===== config.mk =====
export PLATFORM = sky130hd
export DESIGN_NAME = ahb_lite_master
export DESIGN_NICKNAME = d
export VERILOG_FILES = /design/src/rtl/ahb_lite_master.sv
export SDC_FILE = /design/constraint.sdc
export NUM_CORES = 1
export LEC_CHECK = 0
export BUFFER_PORTS_ARGS = -buffer_cell sky130_fd_sc_hd__buf_2
export CAP_MARGIN = 20
export CORE_MARGIN = 5
export CORE_UTILIZATION = 40
export DETAILED_ROUTE_END_ITERATION = 10
export PLACE_DENSITY = 0.78
export SLEW_MARGIN = 20
export SYNTH_ARGS = -nofsm -noshare
export SYNTH_HDL_FRONTEND = slang
export SYNTH_SLANG_ARGS = --single-unit

===== constraint.sdc =====
create_clock -name HCLK -period 3.15 [get_ports HCLK]
set_clock_uncertainty 0.2 [all_clocks]
set_input_delay 0.63 -clock HCLK [delete_from_list [all_inputs] [get_ports HCLK]]
set_output_delay 0.63 -clock HCLK [all_outputs]
set_load 0.02 [all_outputs]

===== src/rtl/ahb_lite_master.sv =====
// AHB-Lite single-transfer master: turns a valid/ready command into one
// SINGLE NONSEQ transfer and returns a one-cycle completion pulse.
// Optional feature: define AHB_MASTER_ALIGN_CHECK_EN to reject reserved-size
// and misaligned commands locally with an error response, without a bus transfer.
module ahb_lite_master #(
    parameter logic [3:0] HPROT_VALUE = 4'b0011
) (
    input  logic        HCLK,
    input  logic        HRESET,
    input  logic        cmdValid,
    output logic        cmdReady,
    input  logic        cmdWrite,
    input  logic [31:0] cmdAddr,
    input  logic [1:0]  cmdSize,
    input  logic [31:0] cmdWData,
    output logic        rspValid,
    output logic        rspErr,
    output logic [31:0] rspRData,
    output logic [31:0] HADDR,
    output logic [1:0]  HTRANS,
    output logic        HWRITE,
    output logic [2:0]  HSIZE,
    output logic [2:0]  HBURST,
    output logic [3:0]  HPROT,
    output logic        HMASTLOCK,
    output logic [31:0] HWDATA,
    input  logic        HREADY,
    input  logic [31:0] HRDATA,
    input  logic        HRESP
);

    typedef enum logic [1:0] {
        IDLE = 2'd0,
        ADDR = 2'd1,
        DATA = 2'd2
    } state_t;

    state_t      state;
    state_t      state_next;
    logic [31:0] wdata_q;
    logic        accept;
    logic        cmd_bad;

    // Replicate narrow write data across every byte lane so any slave lane
    // decoding sees the right value regardless of address offset.
    function automatic logic [31:0] lane_rep(input logic [1:0] size,
                                             input logic [31:0] d);
        case (size)
            2'd0:    lane_rep = {4{d[7:0]}};
            2'd1:    lane_rep = {2{d[15:0]}};
            default: lane_rep = d;
        endcase
    endfunction

`ifdef AHB_MASTER_ALIGN_CHECK_EN
    // Reserved size or an address not aligned to the transfer size.
    assign cmd_bad = (cmdSize == 2'd3) ||
                     ((cmdSize == 2'd1) && cmdAddr[0]) ||
                     ((cmdSize == 2'd2) && (cmdAddr[1:0] != 2'b00));
`else
    assign cmd_bad = 1'b0;
`endif

    assign accept    = cmdValid && cmdReady;
    assign HBURST    = 3'b000;
    assign HMASTLOCK = 1'b0;
    assign HPROT     = HPROT_VALUE;

    // State register; reset abandons any transfer in flight.
    always_ff @(posedge HCLK) begin
        if (HRESET) state <= IDLE;
        else        state <= state_next;
    end

    // Next-state and phase-dependent outputs; wait states simply hold the phase.
    always_comb begin
        state_next = state;
        cmdReady   = 1'b0;
        HTRANS     = 2'b00;
        case (state)
            IDLE: begin
                cmdReady = !HRESET;
                if (cmdValid && !HRESET && !cmd_bad) state_next = ADDR;
            end
            ADDR: begin
                HTRANS = 2'b10;
                if (HREADY) state_next = DATA;
            end
            DATA: begin
                if (HREADY) state_next = IDLE;
            end
            default: state_next = IDLE;
        endcase
    end

    // Command capture, write-data launch and completion reporting.
    always_ff @(posedge HCLK) begin
        if (HRESET) begin
            HADDR    <= 32'd0;
            HWRITE   <= 1'b0;
            HSIZE    <= 3'd0;
            HWDATA   <= 32'd0;
            wdata_q  <= 32'd0;
            rspValid <= 1'b0;
            rspErr   <= 1'b0;
            rspRData <= 32'd0;
        end else begin
            rspValid <= 1'b0;
            if (accept && !cmd_bad) begin
                HADDR   <= cmdAddr;
                HWRITE  <= cmdWrite;
                HSIZE   <= {1'b0, cmdSize};
                wdata_q <= lane_rep(cmdSize, cmdWData);
            end
            if (accept && cmd_bad) begin
                rspValid <= 1'b1;
                rspErr   <= 1'b1;
            end
            if ((state == ADDR) && HREADY) HWDATA <= wdata_q;
            if ((state == DATA) && HREADY) begin
                rspValid <= 1'b1;
                rspErr   <= HRESP;
                if (!HWRITE) rspRData <= HRDATA;
            end
        end
    end

endmodule

After elaboration in Yosys (flattened, before gate mapping) --
Cells that the tools add are included.
Storage, ports and cells: bits in registers 135
Cells by class: eq/ne operators 6, mux-type cells 8, bitwise gates (word level) 1, reduce and logical (&&, ||, !) cells 9
Operator list (count):
- $pmux 32 s2 | 1
- $mux 2 | 4
- $ne 2x2->1 const B | 3
- $pmux 2 s3 | 1
- $eq 2x1->1 const B | 2
- $logic_and 1x1->1 | 4
- $logic_not 2->1 | 2
- $reduce_and 3->1 | 1
- $eq 2x2->1 const B | 1
- $mux 1 | 2
- $reduce_and 2->1 | 1
- $logic_not 1->1 | 1
- $not 1->1 | 1

Logic depth before layout (Yosys ltp) --
word-level depth 4, mapped depth 6

Worst setup path after synthesis --
No wires, ideal clock.
path kind input port to output port, from input HRESET, to output cmdReady, arrival 1.438 ns, path slack 0.882 ns, cell stages on the path 3, path through buf_2 buf_1 nor3_1
Between the ends: cells in the longest elaborated chain, start to end 2
Ends and longest elaborated chain:
- start, declared | RTL line 9 | input logic HRESET,
- $logic_not 1->1 | RTL line 82 | cmdReady = !HRESET;
- $mux 1 | RTL line 80 | case (state)
- end, declared | RTL line 11 | output logic cmdReady,
No other way between the ends.

Final worst setup path --
from register state[0], to output HTRANS[1]
Between the ends: cells in the longest elaborated chain, start to end 2
Ends and longest elaborated chain:
- start, declared | RTL line 38 | state_t state;
- start signal, assigned | RTL line 72 | else state <= state_next;
- $eq 2x1->1 | RTL line 80
- $mux 2 | RTL line 80
- end, declared | RTL line 20 | output logic [1:0] HTRANS,
No other way between the ends.

==> summary.md <==
| Metric | Value |
|---|---|
| Synth top area share | `51.8%` |
| Num CTS Buffers | `17` |
| YS warnings | `0` |
| LEAKAGE | `3.12 nW` |
| EDFF count, synth | `0` |
| # diodes | `0` |
| Share of cells above drive strength 1 | `31.2%` |
| Layout area overhead | `30.3%` |
| Cells after Synth | `626` |
| DP Worst Slack | `0.777 ns` |
| Hold/Removal Path Class | `input port to flip-flop` |
| Hpwl dp | `9.90 mm` |
| Fmax | `0.435 GHz` |
| Routed vias | `4832` |
| Setup Fix Bufs, Post-CTS | `0` |
| Finished Cell Area | `6800 sq um` |
| Ys async rst share | `0%` |
| Die width | `124 um` |
| # nets final | `910` |
| H-tree depth | `4` |
| Reg2reg setup slack | `0.97 ns` |
| Cell area after synthesis | `5220 sq um` |
| Cell variety after synth | `28` |
| Crit share post-route | `73.0%` |
| Final WL | `14.5 mm` |
| Via-per-instance ratio | `4.88` |
| Non-filler cells, final | `990` |
| CTS Hold Bufs | `0` |
| # rows | `41` |
| Placed insts | `959` |
| Die area | `15400 sq um` |
| Clock sinks | `135` |
| Max-slew headroom | `53.4%` |
| Clock Latency Late Sink | `0.41 ns` |
| Max Cap Viol | `0` |
| CTS tree | `yes` |
| Critical path peak fanout | `12` |
| Post_cts resized | `0` |
| Initial DRC Count | `414` |
| Outcome | `completed` |
| Placer Congestion | `0.760` |
| Post-DP Area | `6260 sq um` |
| Most frequent cells in the layout | `nand2_1 (215), buf_2 (205), dfxtp_1 (135)` |
| Setup Viol. Count Final | `0` |
| Drt drc | `0` |
| Wirelength per Cell | `14.6 um` |
| Unrepaired setup endpoints after global routing | `no` |
| Worst-path clk slew | `0.05 ns` |
| GRT overflow | `0` |
| Die height | `124 um` |
| Detail Route Antenna Nets | `0` |
| Final hold violation count | `0` |
| Setup ws final | `0.850 ns` |
| Synth top area cells | `dfxtp_1 (52%), nand2_1 (15%), nand3b_1 (7.3%)` |
| Core area | `12700 sq um` |
| Max VDD drop | `0.479 mV` |
| Vias in the first global route | `4556` |
| Initial Util | `41.0%` |
| Global Route Usage Sum | `18.2%` |
| First-pass GRT wire length | `23.1 mm` |
| Maximum clock path buffer count | `2` |
| # IOs | `217` |
| Clock Tree Root | `clkbuf_16` |
| Initial antenna violation count | `0` |
| PortBufs | `206` |
| DRT Pass-1 Iters | `5` |
| Max-slew violation count | `0` |
| Setup TNS | `0 ns` |
| Critical Path AT | `1.47 ns` |
| Worst slew pin tran | `0.699 ns` |
| Most used flip-flop cell after synthesis | `dfxtp_1` |
| Sequential element share of the synthesized area | `51.8%` |
| CP Launch Type | `flip-flop` |
| Pwr/cell area | `600 nW/um^2` |
| Minimum clock period after layout | `2.30 ns` |
| Largest net degree at the start of global routing | `76` |
| CP Data Required Time | `2.32 ns` |
| FF+latch count, synth | `135` |
| Avg Cell Area, Syn | `8.34 sq um` |
| Nature of the critical path endpoint | `output pin` |
| Commonest non-fill, non-tap cell in the layout | `nand2_1` |
| Power Total | `4.08 mW` |
| Setup Crit Path Kind | `flip-flop to output pin` |
| Largest area contributor in the netlist | `dfxtp_1` |
[synth_stat cells, drive strengths merged, types with 2 or more instances]
library cell and instances:
nand3 21, conb 2, a21oi 75, dfxtp 135
o21ai 11, mux2 7, nor3 2, clkbuf 25
buf 36, nand3b 51, nor2 10, a211oi 9
mux2i 16, nand2 215, nor2b 2
[sequential cells by signal (all words and copies together) (netlist names)]
| name | cells |
|---|---|
| HADDR | 32 |
| rspValid | 1 |
| wdata_q | 32 |
| HWRITE | 1 |
| state | 2 |
| rspErr | 1 |
| HWDATA | 32 |
| rspRData | 32 |
| HSIZE | 2 |
[layer usage]
layer	vias up	GRT usage [%]	wire, um	part of all wire (%)
li1	2403	-	-	-
met5	-	0	0	0
met3	9	8.06	1380	9.5
met4	0	4.26	82	0.57
met1	2231	21.9	6070	42
met2	189	30.1	6960	48
[metrics by stage]
step | util (%) | hold WS [ns]
after global placement | 49.2 | 0.238
after detailed placement | 49.2 | 0.243
after floorplan | - | 0.232
final | 53.5 | 0.200
after global routing | 53.5 | 0.193
after CTS | 53.5 | 0.182
[layout make-up]
class | count | area [sq um]
Inverter | 1 | 3.75
Timing Repair Buffer | 214 | 1110
Clock inverter | 10 | 80.1
Fill cell | 1220 | 5920
Multi-Input combinational cell | 437 | 2240
Sequential cell | 135 | 2700
Clock buffer | 21 | 460
Tap cell | 172 | 215
[where the power goes]
part	switching [mW]	internal, mW
sequential	0.0490	1.79
combinational	0.270	0.166
clock	0.695	1.11
[logic make-up (layout without fill, tap and decap cells)]
logic type	after synthesis	count (layout)	synth area share, %
other cells	2	10	0.144
simple gates	308	308	27.6
flops	135	135	51.8
buf+inv	62	246	6.28
mux	23	23	4.58
compound gates	96	96	9.68
[worst max-delay path: stages (launching register included)]
cell and delay [ns]:
dfxtp_1 0.62, nor2b_1 0.25, buf_2 0.20
[worst paths after layout]
| kind | start | endpoint | cells past startpoint |
|---|---|---|---|
| worst min register to register | rspRData[1] | rspRData[1] | 2 |
| worst max-delay path | state[0] | HTRANS[1] | 2 |
| worst max register to register | state[0] | wdata_q[10] | 4 |
| worst min-delay path | cmdAddr[11] | HADDR[11] | 3 |
Power figures use the tool's default switching activity.
